[src/rtl/qspi_req_sched.sv]
`default_nettype none
// +--------------------------------------------------------------------+
// | qspi_req_sched : two-port round-robin scheduler driving the        |
// |                  qspi_core CSR bus for single-word flash accesses. |
// | Rev 1.0                                                            |
// +--------------------------------------------------------------------+
module qspi_req_sched #(
   parameter int unsigned A_WIDTH   = 24,
   parameter logic [7:0]  RD_CMD    = 8'hEB,
   parameter logic [7:0]  WR_CMD    = 8'h32,
   parameter int unsigned CMD_CYC   = 8,
   parameter int unsigned ADDR_CYC  = 6,
   parameter int unsigned DUMMY_CYC = 6,
   parameter int unsigned DATA_CYC  = 8,
   parameter int unsigned SLACK     = 4
) (
   input  logic               clk_i,
   input  logic               rst_ni,
   input  logic               p0_req_i,
   input  logic [A_WIDTH-1:0] p0_addr_i,
   output logic               p0_gnt_o,
   output logic               p0_ack_o,
   output logic [31:0]        p0_rdata_o,
   input  logic               p1_req_i,
   input  logic               p1_we_i,
   input  logic [A_WIDTH-1:0] p1_addr_i,
   input  logic [31:0]        p1_wdata_i,
   output logic               p1_gnt_o,
   output logic               p1_ack_o,
   output logic [31:0]        p1_rdata_o,
   output logic               busy_o,
   output logic               c_we_o,
   output logic               c_re_o,
   output logic [A_WIDTH-1:0] c_addr_o,
   output logic [31:0]        c_wdata_o,
   input  logic [31:0]        c_rdata_i
);

   typedef enum logic [3:0] {
      S_IDLE    = 4'd0,
      S_W_CYC   = 4'd1,
      S_W_ADDR  = 4'd2,
      S_W_WDATA = 4'd3,
      S_W_CMD   = 4'd4,
      S_W_GO    = 4'd5,
      S_WAIT    = 4'd6,
      S_W_STOP  = 4'd7,
      S_RD_REQ  = 4'd8,
      S_RD_CAP  = 4'd9,
      S_DONE    = 4'd10
   } state_t;

   // Counter reload values are N-1 so that WAIT spans exactly N cycles.
   localparam logic [9:0]  c_RD_LOAD = 10'(CMD_CYC + ADDR_CYC + DUMMY_CYC + DATA_CYC + SLACK - 1);
   localparam logic [9:0]  c_WR_LOAD = 10'(CMD_CYC + ADDR_CYC + DATA_CYC + SLACK - 1);
   localparam logic [31:0] c_CYC_RD  = {2'b0, 6'(DUMMY_CYC), 6'(DATA_CYC), 6'd0,
                                        6'(ADDR_CYC), 6'(CMD_CYC)};
   localparam logic [31:0] c_CYC_WR  = {2'b0, 6'd0, 6'd0, 6'(DATA_CYC),
                                        6'(ADDR_CYC), 6'(CMD_CYC)};

   state_t               r_state;
   state_t               w_state_nxt;
   logic                 r_port;
   logic                 r_we;
   logic                 r_last;
   logic [A_WIDTH-1:0]   r_addr;
   logic [31:0]          r_wdata;
   logic [9:0]           r_cnt;
   logic [31:0]          r_p0_rdata;
   logic [31:0]          r_p1_rdata;
   logic                 w_grant;
   logic                 w_pick1;

   // Port 1 wins when alone, or on a tie when port 0 was served last.
   assign w_pick1 = p1_req_i & (~p0_req_i | ~r_last);
   assign w_grant = (r_state == S_IDLE) & (p0_req_i | p1_req_i);

   always_ff @(posedge clk_i or negedge rst_ni) begin
      if (!rst_ni) begin
         r_state <= S_IDLE;
      end else begin
         r_state <= w_state_nxt;
      end
   end

   always_comb begin
      w_state_nxt = r_state;
      unique case (r_state)
         S_IDLE:    if (w_grant) w_state_nxt = S_W_CYC;
         S_W_CYC:   w_state_nxt = S_W_ADDR;
         S_W_ADDR:  w_state_nxt = r_we ? S_W_WDATA : S_W_CMD;
         S_W_WDATA: w_state_nxt = S_W_CMD;
         S_W_CMD:   w_state_nxt = S_W_GO;
         S_W_GO:    w_state_nxt = S_WAIT;
         S_WAIT:    if (r_cnt == 10'd0) w_state_nxt = S_W_STOP;
         S_W_STOP:  w_state_nxt = r_we ? S_DONE : S_RD_REQ;
         S_RD_REQ:  w_state_nxt = S_RD_CAP;
         S_RD_CAP:  w_state_nxt = S_DONE;
         S_DONE:    w_state_nxt = S_IDLE;
         default:   w_state_nxt = S_IDLE;
      endcase
   end

   always_ff @(posedge clk_i or negedge rst_ni) begin
      if (!rst_ni) begin
         r_port     <= 1'b0;
         r_we       <= 1'b0;
         r_last     <= 1'b1;
         r_addr     <= '0;
         r_wdata    <= '0;
         r_cnt      <= '0;
         r_p0_rdata <= '0;
         r_p1_rdata <= '0;
      end else begin
         if (w_grant) begin
            r_port  <= w_pick1;
            r_we    <= w_pick1 & p1_we_i;
            r_addr  <= w_pick1 ? p1_addr_i : p0_addr_i;
            r_wdata <= w_pick1 ? p1_wdata_i : 32'd0;
            r_last  <= w_pick1;
         end
         if (r_state == S_W_GO) begin
            r_cnt <= r_we ? c_WR_LOAD : c_RD_LOAD;
         end else if (r_state == S_WAIT) begin
            r_cnt <= r_cnt - 10'd1;
         end
         if (r_state == S_RD_CAP) begin
            if (r_port) r_p1_rdata <= c_rdata_i;
            else        r_p0_rdata <= c_rdata_i;
         end
      end
   end

   // Core bus is fully decoded from state; address/data are zero when idle.
   always_comb begin
      c_we_o    = 1'b0;
      c_re_o    = 1'b0;
      c_addr_o  = '0;
      c_wdata_o = '0;
      unique case (r_state)
         S_W_CYC: begin
            c_we_o    = 1'b1;
            c_wdata_o = r_we ? c_CYC_WR : c_CYC_RD;
         end
         S_W_ADDR: begin
            c_we_o    = 1'b1;
            c_addr_o  = A_WIDTH'(12);
            c_wdata_o = 32'(r_addr);
         end
         S_W_WDATA: begin
            c_we_o    = 1'b1;
            c_addr_o  = A_WIDTH'(4);
            c_wdata_o = r_wdata;
         end
         S_W_CMD: begin
            c_we_o    = 1'b1;
            c_addr_o  = A_WIDTH'(16);
            c_wdata_o = {24'd0, r_we ? WR_CMD : RD_CMD};
         end
         S_W_GO: begin
            c_we_o    = 1'b1;
            c_addr_o  = A_WIDTH'(20);
            c_wdata_o = r_we ? 32'hA : 32'h9;
         end
         S_W_STOP: begin
            c_we_o    = 1'b1;
            c_addr_o  = A_WIDTH'(20);
         end
         S_RD_REQ: begin
            c_re_o    = 1'b1;
            c_addr_o  = A_WIDTH'(8);
         end
         default: ;
      endcase
   end

   // Grants are combinational, so they are masked while reset is held.
   assign p0_gnt_o   = rst_ni & w_grant & ~w_pick1;
   assign p1_gnt_o   = rst_ni & w_grant & w_pick1;
   assign p0_ack_o   = (r_state == S_DONE) & ~r_port;
   assign p1_ack_o   = (r_state == S_DONE) & r_port;
   assign p0_rdata_o = r_p0_rdata;
   assign p1_rdata_o = r_p1_rdata;
   assign busy_o     = (r_state != S_IDLE);

endmodule
`default_nettype wire

[config.mk]
export PLATFORM = sky130hd
export DESIGN_NAME = qspi_req_sched
export DESIGN_NICKNAME = d
export VERILOG_FILES = /design/src/rtl/qspi_req_sched.sv
export SDC_FILE = /design/constraint.sdc
export NUM_CORES = 1
export LEC_CHECK = 0
export ABC_AREA = 1
export CAP_MARGIN = 5
export CORE_MARGIN = 3
export CORE_UTILIZATION = 49
export CTS_BUF_LIST = sky130_fd_sc_hd__clkbuf_8
export CTS_CLUSTER_SIZE = 25
export DETAILED_ROUTE_END_ITERATION = 10
export MAX_ROUTING_LAYER = met4
export PLACE_DENSITY_LB_ADDON = 0.25
export RECOVER_POWER = 50
export SYNTH_ARGS = -nofsm -noshare
export SYNTH_HDL_FRONTEND = slang
export SYNTH_SLANG_ARGS = --single-unit
[constraint.sdc]
create_clock -name clk_i -period 4.56 [get_ports clk_i]
set_input_delay 1.14 -clock clk_i [delete_from_list [all_inputs] [get_ports clk_i]]
set_output_delay 1.14 -clock clk_i [all_outputs]
set_load 0.005 [all_outputs]
### Yosys cells after proc, flatten, opt, wreduce, memory -nomap -nowiden

Index checks and enable logic that the tools add are counted.

* muxes and demuxes: 17
* bitwise logic cells: 14
* shift operators: 0
* equal/unequal tests: 12
* divide/modulo/power cells: 0
* $lt $le $gt $ge: 0
* reductions and logical operators: 9
* multipliers: 0
* add/sub/neg operators: 1

Operator list (count)
* $pmux 32 s5: 1
* $pmux 4 s10: 1
* $mux 32: 1
* $mux 27: 1
* $pmux 5 s5: 1
* $mux 24: 1
* $mux 10: 2
* $eq 4x3->1 const B: 4
* $eq 4x4->1 const B: 3
* $logic_not 10->1: 1
* $sub 10x1->10 const B: 1
* $and 1x1->1: 8
* $eq 4x2->1 const B: 2
* $mux 4: 2
* $mux 8: 1
* $mux 3: 2
* $reduce_and 2->1: 3
* $reduce_or 6->1: 1
* $eq 4x1->1 const B: 1
* $logic_not 4->1: 1
* $mux 2: 2
* $ne 2x2->1 const B: 2
* $not 1->1: 4
* $reduce_bool 4->1: 1
* 4 further kinds: 6

* bits in writable memories: 0
* word-level logic and storage cells: 62
* memories kept: 0
* bits in read-only memories: 0
* input port bits: 117
* register bits: 137
* latch bits: 0

### Longest topological paths before layout

Gate-level depths: netlist (run 1).

* depth after elaboration: 5
* depth in mapped cells: 8
* mapped depth without buffers: 8

### Worst setup path before layout (run 1)

No wires, ideal clock.

* kind: input-to-output
* start point: input port p0_req_i
* end point: output port p1_gnt_o
* stages on the path: 6
* buffers on the path: 1
* path slack: 1.549 ns
* data arrival time: 1.871 ns
* cell sequence: nand2_1 > nand2_1 > inv_2 > clkbuf_1 > nand2_1 > nor2_1

* longest elaborated chain between the ends: 4

Ends and longest elaborated chain
* from (decl): RTL line 19 `input logic p0_req_i,`
* $or 1x1->1 / $not 1->1 (equally long branches): RTL line 76, 75
* $and 1x1->1 / $or 1x1->1 (equally long branches): RTL line 76, 75
* $and 1x1->1 (on tied branches): RTL line 179, 75
* $and 1x1->1 (*): RTL line 179 `assign p1_gnt_o = rst_ni & w_grant & w_pick1;`
* to (decl): RTL line 28 `output logic p1_gnt_o,`

Every way passes the cells marked *; elsewhere a longest branch is shown, timed or not.

### Worst setup path in the final report (run 1)

* start point: register r_state[3]
* end point: output port c_wdata_o[30]

* longest elaborated chain between the ends: 2

Ends and longest elaborated chain
* from (decl): RTL line 61 `state_t r_state;`
* from (signal assigned): RTL line 82 `r_state <= w_state_nxt;`
* $eq 4x3->1, or another cell as far along: RTL line 140 `unique case (r_state)`
* $pmux 32 s5 (*): RTL line 140
* to (decl): RTL line 35 `output logic [31:0] c_wdata_o,`

Marked as above.

==> key figures, run 1 <==
Outcome
  – Status: finished, violations left
  – Failing checks: capacitance limit, slew limit

Clock tree
  – H-tree levels: 4
  – Max Root-Sink Buffers: 2
  – CTS Sinks: 137
  – CTS tree: done
  – Post-CTS Hold Buffers: 0
  – Post-CTS Setup Bufs: 0
  – Worst-skew pair later-pin latency: 0.44 ns
  – Num CTS Buffers: 17
  – Clk slew on worst S/H paths: 0.07 ns
  – Post-cts sizing count: 0
  – CTS root buffer: clkbuf_8

Timing
  – Minimum clock period: 3.96 ns
  – Max-slew headroom: -0.463
  – Hold Violations, Final: 0
  – Fin. max-slew vios: 292
  – Setup Skew: 0.0107 ns
  – Total Neg Setup Slack: 0 ns
  – Crit share post-route: 0.869
  – RSZ-0062 raised after global routing: false
  – Final Setup Violations: 0
  – Post-layout worst setup margin: 0.599 ns
  – FMAX: 252 MHz
  – Final hold slack: 0.473 ns
  – Tightest Pin Transition: 2.20 ns

Yosys
  – Gate Count Post-Synth: 759
  – Main synth FF type: dfrtp_1
  – Syn avg cell area: 8.45 µm²
  – #FFs+latches synth: 137
  – Sequential area share after synthesis: 0.535
  – Ys async rst share: 1.00
  – Syn. warnings: 0
  – Synthesized cell area: 0.00641 mm²
  – Yosys cell types: 31
  – Number of flops mapped to enable cells by yosys: 0

Power
  – Total power draw: 5.19 mW
  – Flop pwr share: 0.383
  – Power per cell area: 577 mW/mm²
  – Clock power share: 0.198
  – Internal cell power: ~3.3 mW
  – Sw Ratio: 0.356
  – Comb power frac: 0.419
  – P_sw: 1.85 mW
  – VDD IR max: approximately 0.00030 V
  – Lkg Pwr: approximately 4.3 nW

Placed design
  – Final Wtd Congestion: between 0.8 and 0.9
  – Placed inst area: ~0.0086 mm²
  – Dpl ws: approximately 0.70 ns
  – Port Buffers: 222
  – HPWL after DPL: 12.2 mm

Final layout
  – Fillers: 1059
  – Nets: approximately 1.1k
  – Storage cell area: 0.00343 mm²
  – Most common cell after layout, fill and taps aside: nand2_1
  – Diodes inserted: 0
  – Footprint of the multi-input gates: 0.00240 mm²
  – Commonest cells after routing, fill and taps aside: 241 x nand2_1, 219 x clkdlybuf4s50_1, 136 x dfrtp_1
  – P&R area growth vs syn: 40.1%
  – Post-route cell area: 0.00898 mm²
  – Share of cells above drive strength 1: 0.0703

Critical path
  – Critical path type: flop to output port
  – CP startpoint kind: flop
  – CP required: 3.42 ns
  – CP max FO: 27
  – CP arrival: 2.82 ns
  – Flop2flop setup slack: 1.78 ns
  – Crit end category: output port

Routing
  – Drt total wl: 17.4 mm
  – Starting DRC count in detailed routing: between 400 and 500
  – Drt wl/cell: about 15 µm
  – Total number of vias: roughly 5.8k
  – Remaining DRCs: 0
  – Antenna-violating nets left: 0
  – Pre-antenna DRT Iters: 5
  – Vias per inst: approximately 5.0

Flow run
  – Max-cap viol count: 5

GRT
  – First-pass GRT wire length: 28.2 mm
  – Largest net degree at the start of global routing: 77
  – Vias in the first global route: 5663
  – Congestion Overflow GR: 0
  – Initial antenna violation count: 0
  – Total GRT Usage: 0.253

Die
  – Core Region: 0.0127 mm²
  – Starting Density: 0.504
  – Die area: 0.0145 mm²
  – I/O pin total: 244
  – FP Rows: approximately 40
  – Die Y: 120 µm
  – Die X: 120 µm

Hold path
  – Hold Path Class: flop to flop
flip-flops by register name (all words and copies together) (netlist names):
register	cells
p0_rdata_o	32
p1_rdata_o	32
r_addr	24
r_cnt	10
r_last	1
r_port	1
r_state	4
r_wdata	32
r_we	1
critical path, stage by stage, from the launching register on:
cell and delay (ns):
dfrtp_1 0.45, nor2_4 0.19, inv_1 0.14, nor2_4 0.54
inv_1 0.34, nor2_1 0.19, clkdlybuf4s50_1 0.52
power groups by stage:
stage | registers (mW) | logic [mW] | clock network (mW)
after floorplan | 1.97 | 1.12 | 0
after global placement | 1.99 | 2.16 | 0
after detailed placement | 2.00 | 2.20 | 0
after CTS | 1.99 | 2.22 | 1.05
after global routing | 2.05 | 2.44 | 1.10
final | 1.99 | 2.17 | 1.03
worst paths after layout:
path | startpoint | to | cells past startpoint
setup / recovery | r_state[3] | c_wdata_o[30] | 6
hold / removal | r_last | r_last | 2
setup reg to reg | r_state[1] | r_wdata[5] | 7
hold reg to reg | r_last | r_last | 2
max in group asynchronous | rst_ni | r_cnt[4] | 3
min in group asynchronous | rst_ni | r_addr[5] | 1
synthesized netlist by cell type (all sizes together) (2+ instances only):
| cell | number | area [µm²] |
|---|---|---|
| nand2 | 243 | 935 |
| dfrtp | 136 | 3400 |
| o21ai | 82 | 410 |
| inv | 71 | 267 |
| nand3 | 51 | 255 |
| buf | 50 | 329 |
| nor2 | 38 | 178 |
| o211ai | 26 | 195 |
| or2 | 24 | 150 |
| a22o | 14 | 123 |
| clkbuf | 8 | 32.5 |
| nand4 | 6 | 37.5 |
| a21oi | 2 | 21.3 |
| nor3 | 2 | 15.0 |
per-layer routing:
layer / part of all wire / up-vias / track usage / wire length [µm]
met5: 0 / - / - / 0
met4: 0.010 / 0 / 0.0637 / 176
met3: 0.079 / 14 / 0.0809 / 1370
met2: 0.50 / 201 / 0.411 / 8720
met1: 0.41 / 2724 / 0.310 / 7100
li1: - / 2813 / - / -
kinds of logic after synthesis:
| group | Yosys count | share of synthesized area |
|---|---|---|
| other cells | 1 | 0.000585 |
| fa+ha+maj | 1 | 0.00195 |
| buf+inv | 130 | 0.0985 |
| flops | 137 | 0.535 |
| simple gates | 364 | 0.245 |
| compound gates | 126 | 0.119 |
layout make-up:
type                            instances  share of cell area
Timing Repair Buffer                  229               0.251
Multi-Input combinational cell        512               0.267
Sequential cell                       137               0.382
Inverter                               72              0.0301
Clock inverter                         12              0.0168
Clock buffer                           19              0.0291
Tap cell                              172              0.0240
metrics by stage:
stage,instances,util
6_report,1153,0.706
5_1_grt,1153,0.706
4_1_cts,1153,0.710
3_5_place_dp,1122,0.677
3_3_place_gp,1122,0.677
2_1_floorplan,779,-
Note: power is estimated with default switching activity, not from simulation.
==> run 2, diff against run 1 <==
Settings changed: ABC_AREA 1 to not set.
==> key figures, run 2 <==
Yosys
  – Main synth FF type: dfrtp_1
  – Count leader, synth: dfrtp_1
  – Post-synth top cells: 136 x dfrtp_1, 48 x a22o_1, 42 x nor2_1
  – Ys async rst share: 1.00
  – Share of the synthesized area in the top cell type: 0.544
  – Synthesized cell area: 0.00626 mm²
  – Syn. warnings: 0
  – Synth area leader: dfrtp_1
  – Syn avg cell area: 12.3 µm²
  – Top post-synthesis cells by area: dfrtp_1 54%, a22o_1 6.7%, mux2_2 6.3%
  – Yosys cell types: between 50 and 60
  – Sequential area share after synthesis: 0.548
  – Gate Count Post-Synth: 510
  – #FFs+latches synth: 137
  – Number of flops mapped to enable cells by yosys: 0

Critical path
  – CP startpoint kind: flop
  – Crit end category: output port
  – CP max FO: 20
  – CP required: between 3 and 4 ns
  – Critical-path cell list: or2_0 -> nor2_1 -> buf_4 -> a221o_1 -> clkdlybuf4s50_1
  – Critical-path top delay cell: dfrtp_1
  – Critical R2R Capture: p0_rdata_o[0]
  – CP arrival: about 2.9 ns
  – Path depth of the worst reg2reg path: 4
  – Crit path capture: c_wdata_o[5]
  – Critical path type: flop to output port
  – Largest stage delay, worst path: 0.73 ns
  – Worst r2r src: r_state[0]
  – Flop2flop setup slack: 1.12 ns
  – Crit. Startpoint: r_state[2]

Final layout
  – P&R area growth vs syn: 41.1%
  – Fillers: 898
  – Storage cell area: roughly 0.0034 mm²
  – Final non-filler cell total: 905
  – Share of cells above drive strength 1: 0.111
  – Commonest cells after routing, fill and taps aside: 168 x clkdlybuf4s50_1, 136 x dfrtp_1, 53 x dlygate4sd3_1
  – Most common cell after layout, fill and taps aside: clkdlybuf4s50_1
  – Nets: about 840
  – Fin util: 0.720
  – Footprint of the multi-input gates: 0.00247 mm²
  – Diodes inserted: 0

Timing
  – Final Setup Violations: 0
  – Hold Violations, Final: 0
  – Minimum clock period: 4.00 ns
  – Setup Skew: approximately 0.011 ns
  – Total Neg Setup Slack: 0 ns
  – Final hold slack: 0.470 ns
  – Max-slew headroom: -0.267
  – FMAX: about 250 MHz
  – Crit share post-route: 0.877
  – RSZ-0062 raised after global routing: false
  – Post-layout worst setup margin: 0.563 ns
  – Fin. max-slew vios: 146
  – Tightest Pin Transition: ~1.9 ns

GRT
  – First-pass GRT wire length: 25.9 mm
  – Largest net degree at the start of global routing: 80
  – Vias in the first global route: a little under 5k
  – Congestion Overflow GR: 0
  – Initial antenna violation count: 0
  – Total GRT Usage: 0.238

Hold path
  – Hold Path Depth: 1
  – Hold Path Class: flop to flop

Power
  – VDD IR max: 0.000408 V
  – P_sw: 1.72 mW
  – Internal cell power: 3.54 mW
  – Lkg Pwr: about 3.9 nW
  – Power per cell area: 596 mW/mm²
  – Comb power frac: 0.404
  – Sw Ratio: 0.327
  – Clock power share: 0.197
  – Flop pwr share: 0.399

Die
  – FP Rows: 40
  – I/O pin total: about 240
  – Core Region: 0.0123 mm²
  – Die area: 0.0142 mm²
  – Die X: 119 µm
  – Starting Density: 0.510
  – Die Y: ~120 µm

Clock tree
  – Post-CTS Hold Buffers: 0
  – CTS tree: done
  – CTS Sinks: 137
  – CTS root buffer: clkbuf_8
  – Clk slew on worst S/H paths: roughly 0.08 ns
  – Post-cts sizing count: 0
  – Max Root-Sink Buffers: 2
  – Worst-skew pair later-pin latency: 0.44 ns
  – H-tree levels: 4
  – Num CTS Buffers: 17
  – Post-CTS Setup Bufs: 0

Flow run
  – Max-cap viol count: 3

Routing
  – Pre-antenna DRT Iters: 4
  – Antenna-violating nets left: 0
  – Drt wl/cell: roughly 18 µm
  – Vias per inst: 5.28
  – Drt total wl: about 16 mm
  – Remaining DRCs: 0
  – Starting DRC count in detailed routing: 323
  – Total number of vias: 4775

Outcome
  – Failing checks: capacitance limit, slew limit
  – Status: finished, violations left

Placed design
  – Final Wtd Congestion: 0.871
  – Port Buffers: 222
  – HPWL after DPL: 11.8 mm
  – Dpl ws: ~0.77 ns
  – Cells after DPL: 873
run 2: cell types whose count changed after synthesis, moves of 30 or more:
cell	previous run	this run
nand3_1	51	4
a21oi_1	1	35
a22o_1	14	48
o21ai_0	53	7
nand2_1	238	15
inv_1	68	4
mux2_1	0	30
mux2_2	0	35
run 2: kinds of logic after synthesis:
family                   synth area share
AO/OA/AOI/OAI                       0.132
XOR/XNOR                          0.00700
adder cells (fa/ha/maj)           0.00200
buffers and inverters              0.0678
flip-flops                          0.548
multiplexers                        0.163
other                            0.000599
AND/OR/NAND/NOR                    0.0792
run 2: layout make-up:
type | instances | area share
sequential | 137 | 0.389
multi-input combinational | 331 | 0.280
timing repair buffer | 231 | 0.258
clock buffer | 18 | 0.0281
tap | 168 | 0.0238
clock inverter | 14 | 0.0194
inverter | 6 | 0.00255
run 2: critical path: cells and delay by family, from the launching register on:
kind / cells / cell delay [ns]
AND/OR/NAND/NOR: 2 / 0.62
buffers and inverters: 2 / 0.69
flip-flops: 1 / 0.73
AO/OA/AOI/OAI: 1 / 0.37
run 2: power groups by stage:
stage	logic, mW	registers (mW)	clock network, mW
CTS	2.24	2.11	1.06
detailed placement	2.23	2.13	0
global placement	2.18	2.09	0
global route	2.32	2.16	1.12
finish	2.13	2.10	1.03
floorplan	1.17	2.00	0
run 2: through the flow:
stage | area (µm²) | total power [mW]
after floorplan | 6330 | 3.17
after global placement | 8440 | 4.27
after detailed placement | 8440 | 4.36
after CTS | 8860 | 5.41
after global routing | 8830 | 5.60
final | 8830 | 5.26
run 2: how the worst min path moves through the flow:
stage	from	end	slack (ns)
5_1_grt	p0_rdata_o[19]	p0_rdata_o[19]	0.50
6_report	r_cnt[9]	r_cnt[9]	0.47
3_3_place_gp	r_cnt[6]	r_cnt[6]	0.46
2_1_floorplan	r_cnt[9]	r_cnt[9]	0.44
3_5_place_dp	r_cnt[9]	r_cnt[9]	0.47
4_1_cts	r_cnt[9]	r_cnt[9]	0.47
run 2: metal layers:
layer | global-route usage | vias to the layer above | routed length [µm]
met2 | 0.381 | 219 | 7790
li1 | - | 2238 | -
met4 | 0.0811 | 0 | 312
met5 | - | - | 0
met1 | 0.294 | 2295 | 6560
met3 | 0.0646 | 23 | 1390
==> run 3, diff against run 2 <==
Settings changed: GPL_ROUTABILITY_DRIVEN set to 0.
Clock period 4.56 ns to 4.9 ns, I/O delays scaled along.
==> key figures, run 3 (synthesis results as in run 2) <==
Placed design
  – HPWL after DPL: 11.9 mm
  – Port Buffers: 222
  – Dpl ws: 0.856 ns

Hold path
  – Hold Path Class: flop to flop

Final layout
  – Nets: 842
  – Fillers: 879
  – Diodes inserted: 0
  – Commonest cells after routing, fill and taps aside: 183 x clkdlybuf4s50_1, 136 x dfrtp_1, 48 x a22o_1
  – Most common cell after layout, fill and taps aside: clkdlybuf4s50_1
  – P&R area growth vs syn: 41.3%
  – Share of cells above drive strength 1: 0.110

Critical path
  – Critical path type: primary input to output port
  – Flop2flop setup slack: ~1.5 ns
  – CP arrival: 2.87 ns
  – CP max FO: 8
  – CP required: 3.67 ns
  – CP startpoint kind: primary input
  – Crit end category: output port

Timing
  – Crit share post-route: 0.835
  – Fin. max-slew vios: 101
  – Setup Skew: 0.00993 ns
  – Post-layout worst setup margin: 0.806 ns
  – Minimum clock period: 4.09 ns
  – Tightest Pin Transition: 1.87 ns
  – Total Neg Setup Slack: 0 ns
  – Hold Violations, Final: 0
  – Final Setup Violations: 0
  – RSZ-0062 raised after global routing: false
  – Max-slew headroom: -0.248
  – FMAX: 244 MHz

Power
  – Power per cell area: 560 mW/mm²
  – Lkg Pwr: 3.88 nW
  – VDD IR max: 0.000297 V

Clock tree
  – Clk slew on worst S/H paths: 0.07 ns
  – Num CTS Buffers: 17
  – Post-CTS Setup Bufs: 0
  – Max Root-Sink Buffers: 2
  – Post-cts sizing count: 0
  – Post-CTS Hold Buffers: 0
  – Worst-skew pair later-pin latency: 0.43 ns
  – H-tree levels: 4
  – CTS root buffer: clkbuf_8
  – CTS tree: done
  – CTS Sinks: between 100 and 150

Die
  – Die Y: 119 µm
  – Core Region: 0.0123 mm²
  – Die area: 0.0142 mm²
  – Starting Density: 0.510
  – FP Rows: 40
  – I/O pin total: roughly 240
  – Die X: 119 µm

Outcome
  – Failing checks: capacitance limit, slew limit
  – Status: finished, violations left

Routing
  – Starting DRC count in detailed routing: 405
  – Pre-antenna DRT Iters: 5
  – Drt wl/cell: about 18 µm
  – Antenna-violating nets left: 0
  – Total number of vias: 4820
  – Drt total wl: 16.2 mm
  – Vias per inst: 5.33
  – Remaining DRCs: 0

Flow run
  – Max-cap viol count: 3

GRT
  – Largest net degree at the start of global routing: 81
  – Total GRT Usage: 0.241
  – Vias in the first global route: 5031
  – Congestion Overflow GR: 0
  – First-pass GRT wire length: 26.3 mm
  – Initial antenna violation count: 0
## run 3: changes by cell type in the layout (fill, tap and decap cells not counted), moves of 2 or more
cell / before / now
inv_6: 3 / 1
clkinv_4: 3 / 6
dlygate4sd3_1: 53 / 38
clkdlybuf4s50_1: 168 / 183
## run 3: final timing paths
kind / start / endpoint / cells after the start
max in group asynchronous: rst_ni / p0_rdata_o[29] / 3
min reg2reg: r_cnt[9] / r_cnt[9] / 1
min in group asynchronous: rst_ni / p1_rdata_o[19] / 2
max reg2reg: r_state[0] / p0_rdata_o[31] / 4
max: p0_req_i / p1_gnt_o / 4
min: r_cnt[9] / r_cnt[9] / 1
## run 3: final cells by class
| class | count | area, µm² | area share |
|---|---|---|---|
| multi-input cells | 331 | 2470 | 0.280 |
| well taps | 168 | 210 | 0.0238 |
| clock inverters | 14 | 199 | 0.0225 |
| inverters | 6 | 22.5 | 0.00255 |
| repair buffers | 231 | 2270 | 0.257 |
| flip-flops and latches | 137 | 3430 | 0.388 |
| clock buffers | 17 | 234 | 0.0265 |
## run 3: where the power goes
part / switching, mW / internal, mW
Combinational: 0.815 / 1.19
Sequential: 0.344 / 1.61
Clock: 0.436 / 0.556
## run 3: routing by layer
layer / global-route usage / vias to the layer above / routed length [µm]
met4: 0.0608 / 0 / 141
met1: 0.303 / 2362 / 6830
li1: - / 2236 / -
met3: 0.0821 / 12 / 1420
met2: 0.377 / 210 / 7810
met5: - / - / 0
## run 3: stage by stage
stage          power [mW]   util  instances  area (µm²)  hold slack, ns
6_report             4.95  0.721        904        8840           0.478
5_1_grt              5.28  0.721        904        8840           0.493
4_1_cts              5.07  0.724        904        8880           0.477
3_5_place_dp         4.06  0.689        873        8440           0.470
3_3_place_gp         3.97  0.689        873        8440           0.456
2_1_floorplan        2.95      -        530        6330           0.439
## run 3: worst max-delay path: stages
cell	delay, ns
dlygate4sd3_1	0.63
a21boi_4	0.31
and3_1	0.20
clkdlybuf4s50_1	0.50
